**src/rtl/mem_rmw_unit_if.sv**
```systemverilog
// Request/response and Memoria bus bundle for mem_rmw_unit.
// slave = the access unit, master = core plus memory side.
interface mem_rmw_unit_if;
  logic        req_valid;
  logic        req_ready;
  logic        req_write;
  logic [1:0]  req_size;
  logic        req_signed;
  logic [31:0] req_addr;
  logic [31:0] req_wdata;
  logic        resp_valid;
  logic [31:0] resp_rdata;
  logic        resp_err;
  logic [31:0] mem_addr;
  logic        mem_wr;
  logic [31:0] mem_wdata;
  logic [31:0] mem_rdata;

  modport slave (
    input  req_valid, req_write, req_size,
    input  req_signed, req_addr, req_wdata,
    input  mem_rdata,
    output req_ready, resp_valid, resp_rdata,
    output resp_err, mem_addr, mem_wr, mem_wdata
  );

  modport master (
    output req_valid, req_write, req_size,
    output req_signed, req_addr, req_wdata,
    output mem_rdata,
    input  req_ready, resp_valid, resp_rdata,
    input  resp_err, mem_addr, mem_wr, mem_wdata
  );
endinterface

```
**src/rtl/mem_rmw_unit.sv**
```systemverilog
// Load/store access unit for the word-wide Memoria block.
// Sub-word stores run as read-modify-write; loads are lane-extracted.
module mem_rmw_unit #(
  parameter int MEM_RD_LAT = 1
) (
  input logic           Clk,
  input logic           reset,
  mem_rmw_unit_if.slave bus
);

  localparam logic [1:0] S_IDLE = 2'd0;
  localparam logic [1:0] S_RD   = 2'd1;
  localparam logic [1:0] S_WR   = 2'd2;
  localparam logic [1:0] S_RESP = 2'd3;

  localparam int CW = $clog2(MEM_RD_LAT + 1) + 1;
  localparam logic [CW-1:0] RD_LAST = CW'(MEM_RD_LAT);

  logic [1:0]    state_q, state_d;
  logic [CW-1:0] cnt_q, cnt_d;
  logic          wr_q, wr_d;
  logic [1:0]    size_q, size_d;
  logic          sgn_q, sgn_d;
  logic [1:0]    lo_q, lo_d;
  logic [15:0]   wdata_q, wdata_d;
  logic [31:0]   mem_addr_q, mem_addr_d;
  logic [31:0]   mem_wdata_q, mem_wdata_d;
  logic          resp_valid_q, resp_valid_d;
  logic          resp_err_q, resp_err_d;
  logic [31:0]   resp_rdata_q, resp_rdata_d;

  logic          idle;
  logic          accept;
  logic          bad;
  logic          is_byte;
  logic          is_half;
  logic [4:0]    bsh;
  logic [4:0]    hsh;
  logic [31:0]   bsel;
  logic [15:0]   hsel;
  logic [31:0]   ld_word;
  logic [31:0]   st_word;

  assign idle   = (state_q == S_IDLE);
  assign accept = bus.req_valid & idle & ~reset;

  // misaligned or illegal-size requests never touch memory
  assign bad = (bus.req_size == 2'b11)
             | ((bus.req_size == 2'b01) & bus.req_addr[0])
             | ((bus.req_size == 2'b00) & (bus.req_addr[1:0] != 2'b00));

  assign is_byte = (size_q == 2'b10);
  assign is_half = (size_q == 2'b01);
  assign bsh     = {lo_q, 3'b000};
  assign hsh     = {lo_q[1], 4'b0000};
  assign bsel    = bus.mem_rdata >> bsh;
  assign hsel    = lo_q[1] ? bus.mem_rdata[31:16]
                           : bus.mem_rdata[15:0];

  always_comb begin
    ld_word = bus.mem_rdata;
    unique case (1'b1)
      is_byte: ld_word = {{24{sgn_q & bsel[7]}}, bsel[7:0]};
      is_half: ld_word = {{16{sgn_q & hsel[15]}}, hsel};
      default: ld_word = bus.mem_rdata;
    endcase
  end

  always_comb begin
    st_word = bus.mem_rdata;
    unique case (1'b1)
      is_byte: st_word = (bus.mem_rdata & ~(32'h0000_00ff << bsh))
                       | ({24'd0, wdata_q[7:0]} << bsh);
      is_half: st_word = (bus.mem_rdata & ~(32'h0000_ffff << hsh))
                       | ({16'd0, wdata_q} << hsh);
      default: st_word = bus.mem_rdata;
    endcase
  end

  always_comb begin
    state_d      = state_q;
    cnt_d        = cnt_q;
    wr_d         = wr_q;
    size_d       = size_q;
    sgn_d        = sgn_q;
    lo_d         = lo_q;
    wdata_d      = wdata_q;
    mem_addr_d   = mem_addr_q;
    mem_wdata_d  = mem_wdata_q;
    resp_valid_d = 1'b0;
    resp_err_d   = 1'b0;
    resp_rdata_d = 32'd0;
    unique case (state_q)
      S_IDLE: begin
        if (accept) begin
          wr_d    = bus.req_write;
          size_d  = bus.req_size;
          sgn_d   = bus.req_signed;
          lo_d    = bus.req_addr[1:0];
          wdata_d = bus.req_wdata[15:0];
          cnt_d   = '0;
          if (bad) begin
            state_d      = S_RESP;
            resp_valid_d = 1'b1;
            resp_err_d   = 1'b1;
          end else begin
            mem_addr_d = {bus.req_addr[31:2], 2'b00};
            if (bus.req_write && bus.req_size == 2'b00) begin
              mem_wdata_d = bus.req_wdata;
              state_d     = S_WR;
            end else begin
              state_d = S_RD;
            end
          end
        end
      end
      S_RD: begin
        if (cnt_q == RD_LAST) begin
          if (wr_q) begin
            mem_wdata_d = st_word;
            state_d     = S_WR;
          end else begin
            resp_rdata_d = ld_word;
            resp_valid_d = 1'b1;
            state_d      = S_RESP;
          end
        end else begin
          cnt_d = cnt_q + 1'b1;
        end
      end
      S_WR: begin
        resp_valid_d = 1'b1;
        state_d      = S_RESP;
      end
      S_RESP: state_d = S_IDLE;
      default: state_d = S_IDLE;
    endcase
  end

  always_ff @(posedge Clk) begin
    if (reset) begin
      state_q      <= S_IDLE;
      cnt_q        <= '0;
      wr_q         <= 1'b0;
      size_q       <= 2'b00;
      sgn_q        <= 1'b0;
      lo_q         <= 2'b00;
      wdata_q      <= 16'd0;
      mem_addr_q   <= 32'd0;
      mem_wdata_q  <= 32'd0;
      resp_valid_q <= 1'b0;
      resp_err_q   <= 1'b0;
      resp_rdata_q <= 32'd0;
    end else begin
      state_q      <= state_d;
      cnt_q        <= cnt_d;
      wr_q         <= wr_d;
      size_q       <= size_d;
      sgn_q        <= sgn_d;
      lo_q         <= lo_d;
      wdata_q      <= wdata_d;
      mem_addr_q   <= mem_addr_d;
      mem_wdata_q  <= mem_wdata_d;
      resp_valid_q <= resp_valid_d;
      resp_err_q   <= resp_err_d;
      resp_rdata_q <= resp_rdata_d;
    end
  end

  assign bus.req_ready  = idle & ~reset;
  assign bus.mem_wr     = (state_q == S_WR) & ~reset;
  assign bus.mem_addr   = mem_addr_q;
  assign bus.mem_wdata  = mem_wdata_q;
  assign bus.resp_valid = resp_valid_q;
  assign bus.resp_err   = resp_err_q;
  assign bus.resp_rdata = resp_rdata_q;

endmodule
```
**src/flat_wrapper.sv**
```systemverilog
// flat-port wrapper written by rule: the top's interface ports become plain ports
module mem_rmw_unit_flat 
#(
  parameter int MEM_RD_LAT = 1
)
  (Clk, reset, bus_req_valid, bus_req_write, bus_req_size, bus_req_signed, bus_req_addr, bus_req_wdata, bus_mem_rdata, bus_req_ready, bus_resp_valid, bus_resp_rdata, bus_resp_err, bus_mem_addr, bus_mem_wr, bus_mem_wdata);
  mem_rmw_unit_if bus_i ();
  input logic Clk;
  input logic reset;
  input wire logic [$bits(bus_i.req_valid)-1:0] bus_req_valid;
  input wire logic [$bits(bus_i.req_write)-1:0] bus_req_write;
  input wire logic [$bits(bus_i.req_size)-1:0] bus_req_size;
  input wire logic [$bits(bus_i.req_signed)-1:0] bus_req_signed;
  input wire logic [$bits(bus_i.req_addr)-1:0] bus_req_addr;
  input wire logic [$bits(bus_i.req_wdata)-1:0] bus_req_wdata;
  input wire logic [$bits(bus_i.mem_rdata)-1:0] bus_mem_rdata;
  output wire logic [$bits(bus_i.req_ready)-1:0] bus_req_ready;
  output wire logic [$bits(bus_i.resp_valid)-1:0] bus_resp_valid;
  output wire logic [$bits(bus_i.resp_rdata)-1:0] bus_resp_rdata;
  output wire logic [$bits(bus_i.resp_err)-1:0] bus_resp_err;
  output wire logic [$bits(bus_i.mem_addr)-1:0] bus_mem_addr;
  output wire logic [$bits(bus_i.mem_wr)-1:0] bus_mem_wr;
  output wire logic [$bits(bus_i.mem_wdata)-1:0] bus_mem_wdata;
  assign bus_i.req_valid = bus_req_valid;
  assign bus_i.req_write = bus_req_write;
  assign bus_i.req_size = bus_req_size;
  assign bus_i.req_signed = bus_req_signed;
  assign bus_i.req_addr = bus_req_addr;
  assign bus_i.req_wdata = bus_req_wdata;
  assign bus_i.mem_rdata = bus_mem_rdata;
  assign bus_req_ready = bus_i.req_ready;
  assign bus_resp_valid = bus_i.resp_valid;
  assign bus_resp_rdata = bus_i.resp_rdata;
  assign bus_resp_err = bus_i.resp_err;
  assign bus_mem_addr = bus_i.mem_addr;
  assign bus_mem_wr = bus_i.mem_wr;
  assign bus_mem_wdata = bus_i.mem_wdata;
  mem_rmw_unit #(.MEM_RD_LAT(MEM_RD_LAT)) u_core (.Clk(Clk), .reset(reset), .bus(bus_i));
endmodule
```
**config.mk**
```make
export PLATFORM = sky130hd
export DESIGN_NAME = mem_rmw_unit_flat
export DESIGN_NICKNAME = d
export VERILOG_FILES = /design/src/rtl/mem_rmw_unit_if.sv /design/src/rtl/mem_rmw_unit.sv /design/src/flat_wrapper.sv
export SDC_FILE = /design/constraint.sdc
export NUM_CORES = 1
export LEC_CHECK = 0
export ABC_AREA = 0
export CORE_MARGIN = 3
export CORE_UTILIZATION = 45
export DETAILED_ROUTE_END_ITERATION = 10
export GPL_TIMING_DRIVEN = 0
export PLACE_DENSITY_LB_ADDON = 0.2
export SYNTH_ARGS = -nofsm -noshare
export SYNTH_HDL_FRONTEND = slang
export SYNTH_SLANG_ARGS = --single-unit
```
**constraint.sdc**
```tcl
create_clock -name Clk -period 2.1 [get_ports Clk]
set_input_delay 0.315 -clock Clk [delete_from_list [all_inputs] [get_ports Clk]]
set_output_delay 0.315 -clock Clk [all_outputs]
set_load 0.02 [all_outputs]
```
# Word level (Yosys, flattened, before mapping)
# Cells that the tools add are included.
dict set report word_totals {
  reg_bits 122
  out_inout_bits 100
}
dict set report op_classes {
  add_sub_neg 1
  n_eq_ne 14
  shifts 5
  mux 23
  bitwise_logic 21
  n_reduce_logical 12
}
# operator n
set ops {}
lappend ops {{32-bit one-hot mux with 2 select lines} 3}
lappend ops {{32-bit 2-to-1 mux} 5}
lappend ops {{32-bit AND} 2}
lappend ops {{32-bit inverter} 2}
lappend ops {{32-bit OR} 2}
lappend ops {{16-bit by 5-bit left shift with 32-bit output} 1}
lappend ops {{16-bit by 5-bit left shift with 32-bit output (first input constant)} 1}
lappend ops {{8-bit by 5-bit left shift with 32-bit output} 1}
lappend ops {{8-bit by 5-bit left shift with 32-bit output (first input constant)} 1}
lappend ops {{32-bit by 5-bit >> shifter with 8-bit output} 1}
lappend ops {{16-bit 2-to-1 mux} 1}
lappend ops {{2-bit 2-to-1 mux} 6}
lappend ops {{1-bit AND} 8}
lappend ops {{2-bit by 1-bit == test with 1-bit output (second input constant)} 4}
lappend ops {{2-bit == test (second input constant)} 4}
lappend ops {{2-bit != test (second input constant)} 4}
lappend ops {{2-bit one-hot mux with 4 select lines} 1}
lappend ops {{3-bit AND reduction} 2}
lappend ops {{6-bit AND reduction} 1}
lappend ops {{1-bit 2-to-1 mux} 5}
lappend ops {{1-bit inverter} 5}
lappend ops {{2-bit zero test} 2}
lappend ops {{2-bit by 1-bit != test with 1-bit output (second input constant)} 2}
lappend ops {{2-bit one-hot mux with 2 select lines} 1}
lappend ops {{other kinds (8)} 11}

# Logic depth before layout (Yosys ltp)
dict set report logic_depth {
  word_depth 8
  depth_mapped 9
  ltp_nobuf 6
}

# Least setup slack after synthesis
# No wires, ideal clock.
dict set report synth_path {
  path_type {reg-to-reg}
  startpoint {register u_core.size_q[0]}
  endpoint {register u_core.mem_wdata_q[4] (netlist: u_core.bus.mem_wdata[4])}
  t_arrival_ps 1788
  required_ps 1983
  path_slack_ps 194
  stages_incl_launch_ff 8
  n_path_buf 1
  path_cell_list {dfxtp_1 inv_1 ha_1 buf_4 nor3_2 a21oi_1 a221o_1 a32o_1}
}
dict set report synth_between {
  elab_chain_len 5
  word_cells_on_any_way 6
}
# item line
set synth_rtl {}
lappend synth_rtl {{start, declared} mem_rmw_unit.sv:22} ;# logic [1:0] size_q, size_d;
lappend synth_rtl {{start signal, assigned} mem_rmw_unit.sv:158} ;# size_q <= size_d;
lappend synth_rtl {{2-bit by 1-bit == test with 1-bit output or 2-bit == test (tied branches)} {mem_rmw_unit.sv:53, mem_rmw_unit.sv:52}}
lappend synth_rtl {{32-bit one-hot mux with 2 select lines *} mem_rmw_unit.sv:71} ;# unique case (1'b1)
lappend synth_rtl {{32-bit 2-to-1 mux *} mem_rmw_unit.sv:119} ;# if (wr_q) begin
lappend synth_rtl {{32-bit 2-to-1 mux *} mem_rmw_unit.sv:118} ;# if (cnt_q == RD_LAST) begin
lappend synth_rtl {{32-bit one-hot mux with 2 select lines *} mem_rmw_unit.sv:93} ;# unique case (state_q)
lappend synth_rtl {{end signal, assigned} mem_rmw_unit.sv:163} ;# mem_wdata_q <= mem_wdata_d;
lappend synth_rtl {{end, declared} mem_rmw_unit.sv:27} ;# logic [31:0] mem_wdata_q, mem_wdata_d;
# Mark *: on every way between the ends. The rest lies on a longest branch, timed or not. The select of a mux whose other input is x is not followed.
# A chain may end at the register's enable or synchronous reset.

# Worst setup path in the final report
dict set report layout_path {
  startpoint {register u_core.size_q[0]}
  endpoint {register u_core.mem_wdata_q[5] (netlist: u_core.bus.mem_wdata[5])}
}
# The elaborated chain is that of the path after synthesis.

==> flow_summary_export.csv <==
group,metric,value,unit
outcome,run_status,"complete, no violations",
sta,final_critical_path_time_including_i_o_delays_and_setup,2.020,ns
worst_hold_path,timing.hold.worst.start,"bus_req_signed",
synthesis,synth-warning-count,0,
clock_network,cts_buffers,17,
synthesis,synth-async-reset-ratio,0,%
synthesis,syn_inst,651,
synthesis,fraction_of_synthesized_cell_area_taken_by_the_top_area_cell_type,43.58,%
drt,detailedRoute.firstPassIterationCount,5,
placed_design,port_buffers,200,
sta,setup_clock_skew_after_layout,0.005620,ns
floorplanning,die_y,117.6,µm
placed_design,cell_total_after_placement,1020,
power_and_ir_drop,power.sequential.fraction,30.5,%
sta,tns,0,ns
synthesis,synth_largest_area_cell,"sky130_fd_sc_hd__dfxtp_1",
synthesis,synth_seq_area_share,43.58,%
synthesis,synthFlopType,"sky130_fd_sc_hd__dfxtp_1",
sta,slew_violations,0,
finish,final_nets,979,
power_and_ir_drop,power_switching_share,35.61,%
power_and_ir_drop,max-vdd-ir-drop,678.8,µV
setup_path,worstPathCellList,"inv_1 -> ha_4 -> buf_4 -> nor3_4 -> a21oi_2 -> a221o_1 -> a32o_1",
sta,worstMarginPinSlew,0.5555,ns
global_route,grt-ovfl-total,0,
power_and_ir_drop,p_total,9556,µW
power_and_ir_drop,clock_power_share,31.4,%
clock_network,cts.htree.levels,4,
clock_network,clock_path_buffers,2,
synthesis,postSynthAreaPerCell,8.608,µm²
global_route,grt_most_used_layer,"met2",
drt,wire_per_inst,19.58,µm
setup_path,timing.critical_path.buf_inv,2,
setup_path,worst_path_largest_cell_delay,0.41,ns
global_route,grt_max_degree,17,
finish,multi_input_area,2856,µm²
finish,number_of_fill_cells,975,
finish,layout.area.seq,2442,µm²
setup_path,timing.critical_path.fanout_max,10,
global_route,globalRouteTotalUtil,29.40,%
setup_path,worstSetupPathType,"reg -> reg",
drt,drt_drc_violations_left,0,
clock_network,cts-hold-fix-buffers,0,
synthesis,number_of_synthesized_flops_with_an_enable_pin,0,
setup_path,start_kind,"register",
drt,via_per_inst,5.751,
setup_path,worst_setup_end_kind,"register",
clock_network,clk_latency,0.41,ns
global_route,grt_first_pass_wirelength,32.31,mm
setup_path,critical_path.top_delay_family,"compound AO/OA/AOI/OAI gates",
power_and_ir_drop,p_per_area,1125,nW/µm²
setup_path,critPathLaunch,"u_core.size_q[0]",
sta,finalSetupViolations,0,
global_route,grt_pass1_vias,6006,
power_and_ir_drop,cellLeakagePower,0.003285,µW
setup_path,rr_startpoint,"u_core.size_q[0]",
floorplanning,floorplan.die.width,117.6,µm
drt,vias,6033,
sta,layout_setup_ws,0.08002,ns
synthesis,yosys.cell_count.top_type,"sky130_fd_sc_hd__dfxtp_1",
clock_network,clk_transition_reported_paths,0.06,ns
worst_hold_path,path_type_of_the_worst_min_delay_path,"in -> reg",
global_route,met1_usage_in_global_routing,35.16,%
power_and_ir_drop,intPower,6153,µW
drt,initialDrtViolationCount,435,
sta,remaining_max_slew_budget_at_the_tightest_pin,62.83,%
placed_design,gp_congestion,0.8930,
clock_network,cts_root_buffer,"sky130_fd_sc_hd__clkbuf_16",
placed_design,dp_slack,-0.4281,ns
synthesis,synth.area.top_cells,"sky130_fd_sc_hd__dfxtp_1 (44%), sky130_fd_sc_hd__a21oi_1 (6.3%), sky130_fd_sc_hd__o21ai_0 (5.1%)",
clock_network,tritoncts_num_sinks,122,
sta,hold_viol,0,
placed_design,placed_cell_area,7820,µm²
setup_path,cp_data_arrival_time,2.33,ns
synthesis,yosysUniqueCellTypes,50,
global_route,global_route.usage.met2,50.76,%
drt,drt.antenna.violating_nets,0,
sta,final_period_utilization,96.19,%
synthesis,ys_top_cells_by_count,"sky130_fd_sc_hd__dfxtp_1 (122), sky130_fd_sc_hd__a21oi_1 (71), sky130_fd_sc_hd__nand2_1 (68)",
floorplanning,floorplan.io_pins,203,
finish,stdcell_area,8497,µm²
floorplanning,initial_core_util,46.27,%
setup_path,required,2.41,ns
flow_run,max_cap_violation_count,0,
sta,setup_repair_after_global_routing_missed_its_margin,"true",
synthesis,ys_ff_latch,122,
global_route,antenna_found_initial,0,
setup_path,cp_slowest_cell,"sky130_fd_sc_hd__a221o_1",
floorplanning,core.rowCount,40,
power_and_ir_drop,reported_net_switching_power,3403,µW
floorplanning,die_area,13830,µm²
global_route,groute.layer.met3.usage,7.400,%
finish,final_layout_size_suffix_gt1_share,9.421,%
clock_network,cts_tree,"done",
placed_design,dp.final_hpwl,15.72,mm
floorplanning,core_region_area,12110,µm²
power_and_ir_drop,power_frac_comb,38.1,%
finish,flow.area_growth_from_synthesis,51.62,%
sta,timing.fmax,0.4951,GHz
finish,antenna-diode-count,0,
finish,post_layout_nonfiller_instances,1049,
drt,postRouteWirelength,20.54,mm
synthesis,area_of_the_mapped_netlist,5604,µm²
## stage by stage
stage	hold WS [ns]	util, %
5_1_grt	0.4450	70.16
4_1_cts	0.4424	69.91
2_1_floorplan	0.4140	-
6_report	0.4611	70.16
3_3_place_gp	0.4498	64.57
3_5_place_dp	0.4551	64.57
## logic make-up after synthesis
logic type                 after synthesis  share of synthesized area (%)
other                                    1                        0.06691
adders and majority gates                8                          1.786
buffers and inverters                   84                          6.385
muxes                                    3                         0.7591
and+or+nand+nor                        166                          14.98
AOI/OAI and AO/OA                      267                          32.44
DFF                                    122                          43.58
## tightest hold or removal path, delay by kind of cell
family | cells | cell delay [ns]
buffers and inverters | 1 | 0.41
AND/OR/NAND/NOR | 2 | 0.10
## power by group through the flow
stage	clock network, µW	logic, µW	registers, µW
after global placement	0	3430	2930
final	3010	3640	2910
after detailed placement	0	3500	2940
after CTS	3030	3560	2900
after global routing	3160	3930	2940
after floorplan	0	1860	3180
## cells in the final DEF, fill, tap and decap left out, types with 4 or more instances in the layout
cell                              Yosys  routed
sky130_fd_sc_hd__clkdlybuf4s50_1      0     198
sky130_fd_sc_hd__dfxtp_1            122     122
sky130_fd_sc_hd__a21oi_1             71      69
sky130_fd_sc_hd__nand2_1             68      68
sky130_fd_sc_hd__o21ai_0             57      55
sky130_fd_sc_hd__clkbuf_1            43      33
sky130_fd_sc_hd__nand3_1             31      31
sky130_fd_sc_hd__a21o_1              26      26
sky130_fd_sc_hd__a32o_1              24      24
sky130_fd_sc_hd__nand3b_1            21      21
sky130_fd_sc_hd__nor2_1              20      19
sky130_fd_sc_hd__inv_1               17      17
sky130_fd_sc_hd__clkbuf_16            0      17
sky130_fd_sc_hd__a221o_1             16      16
sky130_fd_sc_hd__a22oi_1             15      15
sky130_fd_sc_hd__buf_2               13      13
sky130_fd_sc_hd__a221oi_1             9       9
sky130_fd_sc_hd__a211oi_1            10       8
sky130_fd_sc_hd__o211ai_1             8       8
sky130_fd_sc_hd__a31oi_1              9       8
sky130_fd_sc_hd__a22o_1               8       8
sky130_fd_sc_hd__buf_4                5       7
sky130_fd_sc_hd__clkbuf_2             0       6
sky130_fd_sc_hd__ha_1                 8       6
sky130_fd_sc_hd__a21oi_2              3       5
sky130_fd_sc_hd__clkinv_2             0       5
sky130_fd_sc_hd__nor2b_1              4       4
sky130_fd_sc_hd__o31ai_1              4       4
sky130_fd_sc_hd__nor3_1               4       4
## path summary, 6_finish.rpt
check / to / slack [ns] / cells after the start
max: u_core.bus.mem_wdata[5] / 0.08 / 7
min: u_core.sgn_q / 0.46 / 3
max reg2reg: u_core.bus.mem_wdata[5] / 0.08 / 7
min reg2reg: u_core.bus.mem_wdata[23] / 0.46 / 1
## routing by layer
layer / wire [µm] / vias up / part of all wire (%)
met5: 0 / - / 0
met4: 499 / 0 / 2.4
met3: 1795 / 42 / 8.7
met2: 10030 / 313 / 49
met1: 8213 / 2836 / 40
li1: - / 2842 / -
## timing repair
action,in CTS,in global routing
resized for setup,13,31
endpoints found under the setup margin,37,73
pin swaps,0,2
setup buffers,0,0
## final cells by class
class | count | share of cell area, %
inverters | 18 | 0.7952
clock buffers | 20 | 5.493
clock inverters | 12 | 1.723
multi-input cells | 446 | 33.62
flip-flops and latches | 122 | 28.74
repair buffers | 200 | 23.49
plain buffers | 63 | 3.667
well taps | 168 | 2.474
## sequential cells by signal (all words and copies together) (netlist names)
signal                 count
u_core.bus.mem_wdata      32
u_core.bus.resp_rdata     32
u_core.bus.mem_addr       30
u_core.wdata_q            16
u_core.cnt_q               2
u_core.lo_q                2
u_core.size_q              2
u_core.state_q             2
u_core.bus.resp_err        1
u_core.bus.resp_valid      1
u_core.sgn_q               1
u_core.wr_q                1
Power figures use the tool's default switching activity.
